File: config.mk
export PLATFORM = sky130hd
export DESIGN_NAME = logic_pod_ram_writer
export DESIGN_NICKNAME = d
export VERILOG_FILES = /design/src/rtl/logic_pod_ram_writer.sv
export SDC_FILE = /design/constraint.sdc
export NUM_CORES = 1
export LEC_CHECK = 0
export ABC_AREA = 1
export CAP_MARGIN = 30
export CORE_MARGIN = 2
export CORE_UTILIZATION = 46
export CTS_CLUSTER_DIAMETER = 120
export DETAILED_ROUTE_END_ITERATION = 12
export PLACE_DENSITY_LB_ADDON = 0.08
export SYNTH_ARGS = -nofsm -noshare
export SYNTH_HDL_FRONTEND = slang
export SYNTH_SLANG_ARGS = --single-unit
export TNS_END_PERCENT = 50
File: constraint.sdc
create_clock -name clk_ram_2x -period 1.6 [get_ports clk_ram_2x]
set_input_delay 0.24 -clock clk_ram_2x [delete_from_list [all_inputs] [get_ports clk_ram_2x]]
set_output_delay 0.24 -clock clk_ram_2x [all_outputs]
set_load 0.03 [all_outputs]
File: src/rtl/logic_pod_ram_writer.sv
// logic_pod_ram_writer
//   Drains one logic pod's capture FIFOs into the DDR controller app write
//   interface. Each address FIFO entry is a burst base; BURST_WORDS 128-bit
//   words from the data FIFO are written at base + k*ADDR_STEP.
//
// Ports
//   clk_ram_2x, rst_n             clock, async active-low reset
//   ram_ready                     DRAM calibrated, gates burst start only
//   ram_addr_rd_en/_data/_size    address FIFO pop / data (1 cycle latency) / occupancy
//   ram_data_rd_en/_data/_size    data FIFO pop / data (1 cycle latency) / occupancy
//   app_en/_cmd/_addr/app_rdy     controller command port (write only)
//   app_wdf_wren/_data/_end/_rdy  controller write-data port
//   busy                          burst in progress (address pop .. last accept)
//   bursts_done                   completed burst count, wraps
module logic_pod_ram_writer #(
   parameter int unsigned BURST_WORDS = 16,
   parameter int unsigned ADDR_STEP   = 8,
   parameter int unsigned ADDR_WIDTH  = 29
) (
   input  logic                  clk_ram_2x,
   input  logic                  rst_n,
   input  logic                  ram_ready,
   output logic                  ram_addr_rd_en,
   input  logic [ADDR_WIDTH-1:0] ram_addr_rd_data,
   input  logic [7:0]            ram_addr_rd_size,
   output logic                  ram_data_rd_en,
   input  logic [127:0]          ram_data_rd_data,
   input  logic [9:0]            ram_data_rd_size,
   output logic                  app_en,
   output logic [2:0]            app_cmd,
   output logic [ADDR_WIDTH-1:0] app_addr,
   input  logic                  app_rdy,
   output logic                  app_wdf_wren,
   output logic [127:0]          app_wdf_data,
   output logic                  app_wdf_end,
   input  logic                  app_wdf_rdy,
   output logic                  busy,
   output logic [31:0]           bursts_done
);

   localparam logic [7:0] BW = 8'(BURST_WORDS);

   typedef enum logic [1:0] {S_IDLE, S_LATCH, S_RUN} state_t;

   state_t                r_state;
   logic                  r_addr_rd_en;
   logic                  r_app_en;
   logic [ADDR_WIDTH-1:0] r_app_addr;
   logic [7:0]            r_cmd_left;
   logic [7:0]            r_data_left;
   logic [7:0]            r_fetched;
   logic                  r_inflight;
   logic [127:0]          r_buf [2];
   logic                  r_head;
   logic [1:0]            r_occ;
   logic                  r_busy;
   logic [31:0]           r_bursts_done;

   logic       w_cmd_acc;
   logic       w_wdf_wren;
   logic       w_wdf_acc;
   logic [1:0] w_occ_after_pop;
   logic       w_data_rd_en;
   logic       w_tail;
   logic       w_cmd_last;
   logic       w_data_last;

   always_comb begin
      w_cmd_acc       = r_app_en & app_rdy;
      w_wdf_wren      = (r_occ != 2'd0);
      w_wdf_acc       = w_wdf_wren & app_wdf_rdy;
      w_occ_after_pop = r_occ - {1'b0, w_wdf_acc};
      // Occupancy after this cycle's pop plus the word still in flight from
      // the FIFO must leave room, so the buffer can never overflow.
      w_data_rd_en    = (r_state == S_RUN) && (r_fetched < BW) &&
                        ((w_occ_after_pop + {1'b0, r_inflight}) < 2'd2);
      // A push only ever happens with occupancy <= 1, so the free slot is
      // head when empty and the other slot when one entry is held.
      w_tail          = r_head ^ r_occ[0];
      w_cmd_last      = (r_cmd_left == 8'd0) || ((r_cmd_left == 8'd1) && w_cmd_acc);
      w_data_last     = (r_data_left == 8'd0) || ((r_data_left == 8'd1) && w_wdf_acc);
   end

   always_ff @(posedge clk_ram_2x or negedge rst_n) begin
      if (!rst_n) begin
         r_state       <= S_IDLE;
         r_addr_rd_en  <= 1'b0;
         r_app_en      <= 1'b0;
         r_app_addr    <= '0;
         r_cmd_left    <= '0;
         r_data_left   <= '0;
         r_fetched     <= '0;
         r_inflight    <= 1'b0;
         for (int unsigned i = 0; i < 2; i++) r_buf[i] <= '0;
         r_head        <= 1'b0;
         r_occ         <= '0;
         r_busy        <= 1'b0;
         r_bursts_done <= '0;
      end else begin
         r_inflight <= w_data_rd_en;
         if (w_data_rd_en) r_fetched <= r_fetched + 8'd1;
         if (r_inflight) r_buf[w_tail] <= ram_data_rd_data;
         if (w_wdf_acc) r_head <= ~r_head;
         r_occ <= r_occ + {1'b0, r_inflight} - {1'b0, w_wdf_acc};

         case (r_state)
            S_IDLE: begin
               if (ram_ready && (ram_addr_rd_size != 8'd0) &&
                   (ram_data_rd_size >= 10'(BURST_WORDS))) begin
                  r_addr_rd_en <= 1'b1;
                  r_busy       <= 1'b1;
                  r_state      <= S_LATCH;
               end
            end
            // LATCH spans two cycles: the pop cycle, then the cycle in which
            // the FIFO presents the popped base address.
            S_LATCH: begin
               if (r_addr_rd_en) begin
                  r_addr_rd_en <= 1'b0;
               end else begin
                  r_app_addr  <= ram_addr_rd_data;
                  r_app_en    <= 1'b1;
                  r_cmd_left  <= BW;
                  r_data_left <= BW;
                  r_fetched   <= '0;
                  r_state     <= S_RUN;
               end
            end
            S_RUN: begin
               if (w_cmd_acc) begin
                  r_cmd_left <= r_cmd_left - 8'd1;
                  r_app_addr <= r_app_addr + ADDR_WIDTH'(ADDR_STEP);
                  if (r_cmd_left == 8'd1) r_app_en <= 1'b0;
               end
               if (w_wdf_acc) r_data_left <= r_data_left - 8'd1;
               if (w_cmd_last && w_data_last) begin
                  r_busy        <= 1'b0;
                  r_bursts_done <= r_bursts_done + 32'd1;
                  r_state       <= S_IDLE;
               end
            end
            default: r_state <= S_IDLE;
         endcase
      end
   end

   assign ram_addr_rd_en = r_addr_rd_en;
   assign ram_data_rd_en = w_data_rd_en;
   assign app_en         = r_app_en;
   assign app_cmd        = 3'b000;
   assign app_addr       = r_app_addr;
   assign app_wdf_wren   = w_wdf_wren;
   assign app_wdf_data   = r_buf[r_head];
   assign app_wdf_end    = w_wdf_wren;
   assign busy           = r_busy;
   assign bursts_done    = r_bursts_done;

endmodule

==> results by stage, run 1 <==
Critical path:
- The startpoint type of the worst setup path is a register.
- The capturing element type of the critical path is an output port.
- The standard cell with the maximum stage delay on the critical path is sky130_fd_sc_hd__dfrtp_2.
- The class of the most critical setup path is register to output port.
- Measured in cells, the most critical reg-to-reg path has a length of 10.
- The worst path arrival time is 1970 ps.
- Data on the critical path is required at its endpoint by 1360 ps.
- The signal on the critical path passes through buf_12 -> buf_12 -> inv_12 -> buf_8 -> buf_16 -> nand2_2 -> o21ai_1 -> buf_4.
- The worst register-to-register path begins at r_head$_DFFE_PN0P_.
- Among the stages of the critical path, the cell type that occurs most often is sky130_fd_sc_hd__buf_12.
- The setup check on the worst reg-to-reg path leaves a slack of -420 ps.
- On the worst path, the slowest cell contributes a delay of 410 ps.
- The end of the worst register-to-register path is r_buf[109]$_DFFE_PN0P_.
- Of all nets on the critical path, the largest fanout is 6.

Placed design:
- The congestion estimate from routability-driven global placement came to 0.9000.
- The half-perimeter wire length after detailed placement is 33.12 mm.
- Before CTS, the worst setup slack after placement is -377.9 ps.
- The count of input and output buffers is 370.

Power:
- In this run switching power makes up 44.49% of total power.
- The proportion of power drawn by flip-flops and latches is 24.1%.
- The leakage dissipation is 12.94 nW.
- The net switching power figure is 0.02927 W.
- Internal power comes to 0.03652 W.
- In this run the power density over the cells is 2371 nW/um2.
- The share of total power in combinational logic is 61.9%.
- Summing internal, switching and leakage power gives 0.06579 W.
- The clock network fraction of design power is 14.0%.
- VDD sags by at most 1564 uV.

STA:
- The fmax is 453.4 MHz.
- The final critical path takes up 137.8% of the cycle.
- Between clock sinks in the finished design, the worst skew comes to 29.84 ps.
- The max-slew violation total from the final report is 0.
- Setup violations remaining at the end of the flow were counted as 429.
- In the post-route analysis, the smallest setup slack over all paths is -605.6 ps.
- The total count of hold-check failures in the final report is 0.
- Setup repair after global routing could not meet its margin everywhere.
- The setup TNS is -114940 ps.
- The worst path in the final design needs a cycle of 2206 ps, including I/O delays and setup.

Clock network:
- TritonCTS created 40 clock buffers.
- The worst-skew pair later-pin latency is 550 ps.
- In this run the deepest clock path goes through 3 buffers.
- TritonCTS built the clock tree.
- The clock sink count is 350.
- The root buffer selected by CTS is sky130_fd_sc_hd__clkbuf_16.
- The clock transition time at the flip-flop clock pins of the worst setup and hold paths is 70 ps.
- The H-tree generated during clock tree synthesis spans 2 levels.

Floorplanning:
- The initial utilization of the core area, before any placement, comes to 47.00%.
- The row count is 69.
- The number of primary I/O pins is 378.
- The vertical die dimension is 195.1 um.
- The die width is 195.1 um.
- The area of the core region is 35740 um2.
- The area of the die is 38060 um2.

Global routing:
- The number of global-route vias before repair is 15.60k.
- The aggregate global routing overflow is 0.
- The first global-routing pass estimated 84.46 mm of wire.
- The largest net degree at the start of global routing is 52.
- Global routing used 27.71% of the available tracks.
- The number of antenna violations at the first check in global routing is 2.

Finish:
- The multi-input combinational cells in the finished layout cover a total of 9101 um2.
- The filler cells instantiated in the layout total 2217.
- Summing all flip-flop and latch instances after layout gives 8772 um2.
- Relative to the synthesized area, the layout overhead comes to 65.17%.
- The number of nets in the finished design is 2695.
- The most common library cell in the layout ignoring fill and taps is sky130_fd_sc_hd__nand2_1.
- The post-route netlist has 32.11% of its cells at a drive strength greater than 1.
- Cells fill 77.63% of the core in the end.
- In the layout the commonest cells are sky130_fd_sc_hd__nand2_1, sky130_fd_sc_hd__dfrtp_1, sky130_fd_sc_hd__inv_1.

Yosys:
- The sequential share of the synthesized area is 52.14%.
- The mapped netlist covers 16800 um2.
- The instance count of the mapped netlist is 1968.
- The number of synthesized register bits is 350.
- The count of synthesis-stage warnings from yosys is 0.
- The mean instance size in the synthesized netlist is 8.536 um2.
- The number of different library cells used by synthesis comes to 34.

Detailed routing:
- Dividing the detail-routed wire length by the instance count gives 20.48 um.
- The number of antenna-violating nets in the routed design is 0.
- Wires add up to 61.31 mm.
- The detail-routed via count per cell is 5.389.
- The detailed router placed 16.14k vias in this run.
- After detailed routing, the number of remaining DRC violations is 0.
- After the first detailed-routing iteration, the DRC count stood at 746.
- The detailed-routing iteration count for the pre-antenna-repair pass is 7.

Run status:
- The final reports fail on negative setup slack.
- The run finished, with violations left.

Flow run:
- The number of violations of the max-capacitance limit is 0.

Worst hold path:
- The class of the worst hold path is input pin to asynchronous set/reset pin.
-- cells by family (layout without fill, tap and decap cells) --
| kind of cell | Yosys count | after routing | share of synthesized area (%) |
|---|---|---|---|
| buffers and inverters | 291 | 853 | 7.649 |
| other | 1 | 4 | 0.02232 |
| and+or+nand+nor | 842 | 842 | 19.86 |
| AOI/OAI and AO/OA | 320 | 320 | 9.608 |
| adders and majority gates | 10 | 10 | 0.7448 |
| DFF | 350 | 350 | 52.14 |
| xor gates and xnor gates | 26 | 26 | 1.400 |
| muxes | 128 | 128 | 8.580 |
-- synthesized netlist by cell type --
library cell               number  area, um2
sky130_fd_sc_hd__nor2_4         1      11.26
sky130_fd_sc_hd__a31oi_1        1      6.260
sky130_fd_sc_hd__nor2_2         9      56.30
sky130_fd_sc_hd__o21bai_1       1      7.510
sky130_fd_sc_hd__o21a_1         1      7.510
sky130_fd_sc_hd__o22ai_1        5      31.28
sky130_fd_sc_hd__nand4_1       10      62.56
sky130_fd_sc_hd__clkbuf_1      18      67.56
sky130_fd_sc_hd__a21oi_1       21      105.1
sky130_fd_sc_hd__clkinv_2       1      5.000
sky130_fd_sc_hd__o21ai_1        7      35.03
sky130_fd_sc_hd__nand3_1       38      190.2
sky130_fd_sc_hd__ha_1          10      125.1
sky130_fd_sc_hd__nor3b_1        1      7.510
sky130_fd_sc_hd__nand3b_1      14      105.1
sky130_fd_sc_hd__buf_4         12      90.09
sky130_fd_sc_hd__xnor2_2        1      16.27
sky130_fd_sc_hd__nand3_2        1      10.01
sky130_fd_sc_hd__xor2_1        17      148.9
sky130_fd_sc_hd__inv_2          3      11.26
sky130_fd_sc_hd__mux2_2         8      90.09
sky130_fd_sc_hd__mux2_1       120       1351
sky130_fd_sc_hd__dfrtp_1      350       8758
sky130_fd_sc_hd__nand2_1      629       2361
sky130_fd_sc_hd__nor2_1       134      503.0
sky130_fd_sc_hd__nand2_2        2      12.51
sky130_fd_sc_hd__nor3_1         2      10.01
sky130_fd_sc_hd__inv_1        195      732.0
sky130_fd_sc_hd__buf_6         11      123.9
sky130_fd_sc_hd__buf_2         51      255.2
sky130_fd_sc_hd__or2_2          1      6.260
sky130_fd_sc_hd__conb_1         1      3.750
sky130_fd_sc_hd__xnor2_1        8      70.07
sky130_fd_sc_hd__o21ai_0      284       1421
-- worst max path at each step --
stage | start | to | depth (start not counted)
floorplan | r_occ[0]$_DFF_PN0_ | ram_data_rd_en | 10
global placement | app_wdf_rdy | ram_data_rd_en | 10
detailed placement | app_wdf_rdy | ram_data_rd_en | 10
CTS | r_occ[0]$_DFF_PN0_ | ram_data_rd_en | 11
global route | r_occ[0]$_DFF_PN0_ | ram_data_rd_en | 11
finish | r_head$_DFFE_PN0P_ | app_wdf_data[63] | 8
-- worst max-delay path: cells and delay by family, from the launching register on --
family	cells	cell delay (ps)
buffers and inverters	6	860
flip-flops	1	410
AO/OA/AOI/OAI	1	120
AND/OR/NAND/NOR	1	50
-- per-layer routing --
metal	routed length [um]	vias to the layer above	track usage, %
met2	30430	605	47.71
met4	2440	0	8.369
met3	4142	163	5.199
met5	0	-	0
met1	24300	8018	35.58
li1	-	7349	-
-- repair_timing --
action,4_1_cts,5_1_grt
endpoints found under the hold margin,317,0
gates resized for setup,709,446
hold buffers,1,0
gates cloned,34,28
pin swaps,52,51
setup buffers,33,22
endpoints found under the setup margin,338,486
-- layout make-up --
cell class                      instances  share of cell area, %
Multi-Input combinational cell       1329                  32.80
Sequential cell                       350                  31.62
Timing Repair Buffer                  579                  25.58
Clock buffer                           54                  4.054
Inverter                              199                  2.809
Tap cell                              461                  2.079
Clock inverter                         15                 0.5862
Timing Repair inverter                  6                 0.4645
Antenna cell                            1               0.009019
-- registers in the layout, summed over array words and instances (netlist names) --
name and count:
r_cmd_left 8, ram_addr_rd_en 1, r_buf 256, app_addr 29, r_occ 2, r_inflight 1, r_data_left 8, r_state 2
r_fetched 8, busy 1, r_head 1, app_en 1, bursts_done 32
-- stage by stage --
| stage | hold WS [ps] | instance area (um2) | cells |
|---|---|---|---|
| 5_1_grt | 211.5 | 27750 | 2994 |
| 3_5_place_dp | 169.3 | 21480 | 2833 |
| 3_3_place_gp | 172.6 | 21480 | 2833 |
| 4_1_cts | 181.1 | 25690 | 2970 |
| 2_1_floorplan | -55.59 | 16850 | 1970 |
| 6_report | 203.3 | 27750 | 2994 |
-- power groups by stage --
stage | combinational, W | clock, W | sequential (W)
after floorplan | 0.0147 | 0 | 0.0153
after global placement | 0.0248 | 0 | 0.0149
after detailed placement | 0.0253 | 0 | 0.0150
after CTS | 0.0349 | 0.00928 | 0.0153
after global routing | 0.0427 | 0.00969 | 0.0162
final | 0.0407 | 0.00919 | 0.0159
Power figures use the tool's default switching activity.
==> run 2: changes to the inputs <==
CAP_MARGIN = 15   (was 30)
==> results of run 2 <==
No change in the layout: final DEF, timing and power equal those of run 1.
==> RTL change (settings of run 1) <==
Change the parameter `ADDR_WIDTH` from 29 to 58.
--- a/src/rtl/logic_pod_ram_writer.sv
+++ b/src/rtl/logic_pod_ram_writer.sv
@@ -15,7 +15,7 @@
 module logic_pod_ram_writer #(
    parameter int unsigned BURST_WORDS = 16,
    parameter int unsigned ADDR_STEP   = 8,
-   parameter int unsigned ADDR_WIDTH  = 29
+   parameter int unsigned ADDR_WIDTH  = 58
 ) (
    input  logic                  clk_ram_2x,
    input  logic                  rst_n,
Interface: changed (resized app_addr and ram_addr_rd_data); port bits go from 378 to 436. No check against the original RTL was run, so the function may have changed too.
==> RTL change against run 1 <==
  * The flow still finishes with violations (setup timing)
  * Cell area grew 18%
  * Cell count grew 22%
  * Via count grew 24%
  * Count of clock-buffer cells in the layout grew 15
  * Sequential cell count grew 29
  * Power grew 18%
  * Routed wire length grew 32%
  * Worst setup slack lost 120 ps
  * Synthesized area grew 13%
  * Combinational power grew 21%
  * Global-route usage grew 2.7 points
==> RTL change: results (changes against run 1) <==
top cells by count, synth=nand2_1 (775), dfrtp_1 (379), o21ai_0 (311), inv_1 (221), nor2_1 (165); Final setup viols=451 (+5.1%); Fill cells=2360 (+6.5%); tap cell count=532 (+15%); met2 WL post-DR=39.5 mm (+30%); XOR/XNOR Fraction of Synth Area=2.35% (+0.95 points); post_cts resized=978 (+38%); first-pass GRT wire length=105 mm (+24%); Crit Path Max Fanout=2 (-4); Clock Skews=27.7 ps (-2.09 ps); DRT Pass-1 Iters=5 (-2); Post-DP HPWL=43.6 mm (+32%); Multi-input gate area=11000 µm² (+21%); grt met3 use=7.31% (+2.1 points); met1 wire length=31.0 mm (+27%); synth top area cells=dfrtp_1 (50%), nand2_1 (15%), o21ai_0 (8.2%), mux2_2 (7.6%), inv_1 (4.4%); GRT Total Usage=30.4% (+2.7 points); Worst-Skew Late Latency=580 ps (+30 ps); status=finished with violations; port buffer count=428 (+16%); Synth Area in Compound Gates=9.55% (-0.060 points); Setup TNS=-153720 ps (-38780 ps); final layout net count=3308 (+23%); Clock Buffer Count=69 (+28%); failing checks=setup timing; Crit-path slowest cell=dfrtp_1; Finished Layout Cells=3663 (+22%); NonClk Buf Share=27.9% (+2.3 points); CP delay by family, top=flip-flops; Non-clk bufs=799 (+38%); worst setup margin=-728 ps (-123 ps); layout cells sized above 1=41.7% (+9.6 points); register bit total from synthesis=379 (+8.3%); GR Util met2=50.0% (+2.3 points); GPL Wtd Cong=0.975 (+8.4%); Reg area=9510 µm² (+8.5%); mux share of post-synthesis cell area=7.58% (-1.0 points); GR Layer Usage met1=39.1% (+3.5 points); routed length on met3=6.27 mm (+51%); origin of the worst setup path=r_occ[0]; Arr. time, crit path=2090 ps (+120 ps); Leak=0.0154 µW (+19%); Setup Buffers After CTS=61 (+85%); ant diodes=7 (+6); initial antenna violation count=10 (+8); placed cell count=3422 (+21%); post-synthesis adder-cell area fraction=0.658% (-0.087 points); synthesized area per cell=8.12 µm² (-4.9%); wire per inst=22.1 µm (+8.1%)
[RTL change: cell types whose count changed in the layout (fill, tap and decap cells not counted), moves of 30 or more]
| cell | run 1 | this run |
|---|---|---|
| buf_2 | 3 | 55 |
| buf_4 | 94 | 200 |
| mux2_1 | 120 | 0 |
| mux2_2 | 8 | 128 |
| nand2_1 | 466 | 550 |
| nand2_2 | 56 | 91 |
| nand2_4 | 109 | 139 |
| o21ai_2 | 55 | 107 |
[RTL change: power breakdown]
group          internal [µW]  leakage, µW  switching (µW)  total, µW
sequential             14100      0.00457            3680      17800
clock                   5930     0.000719            4270      10200
combinational          22200       0.0101           27200      49400
[RTL change: path summary, 6_finish.rpt]
check	slack [ps]	cells past startpoint	endpoint
max reg2reg	-530	10	r_buf[1]
min in group clk_ram_2x	190	3	app_addr[1]
min reg2reg	480	2	busy
min	190	2	r_buf[228]
max in group asynchronous	680	3	bursts_done[7]
max	-730	11	ram_data_rd_en
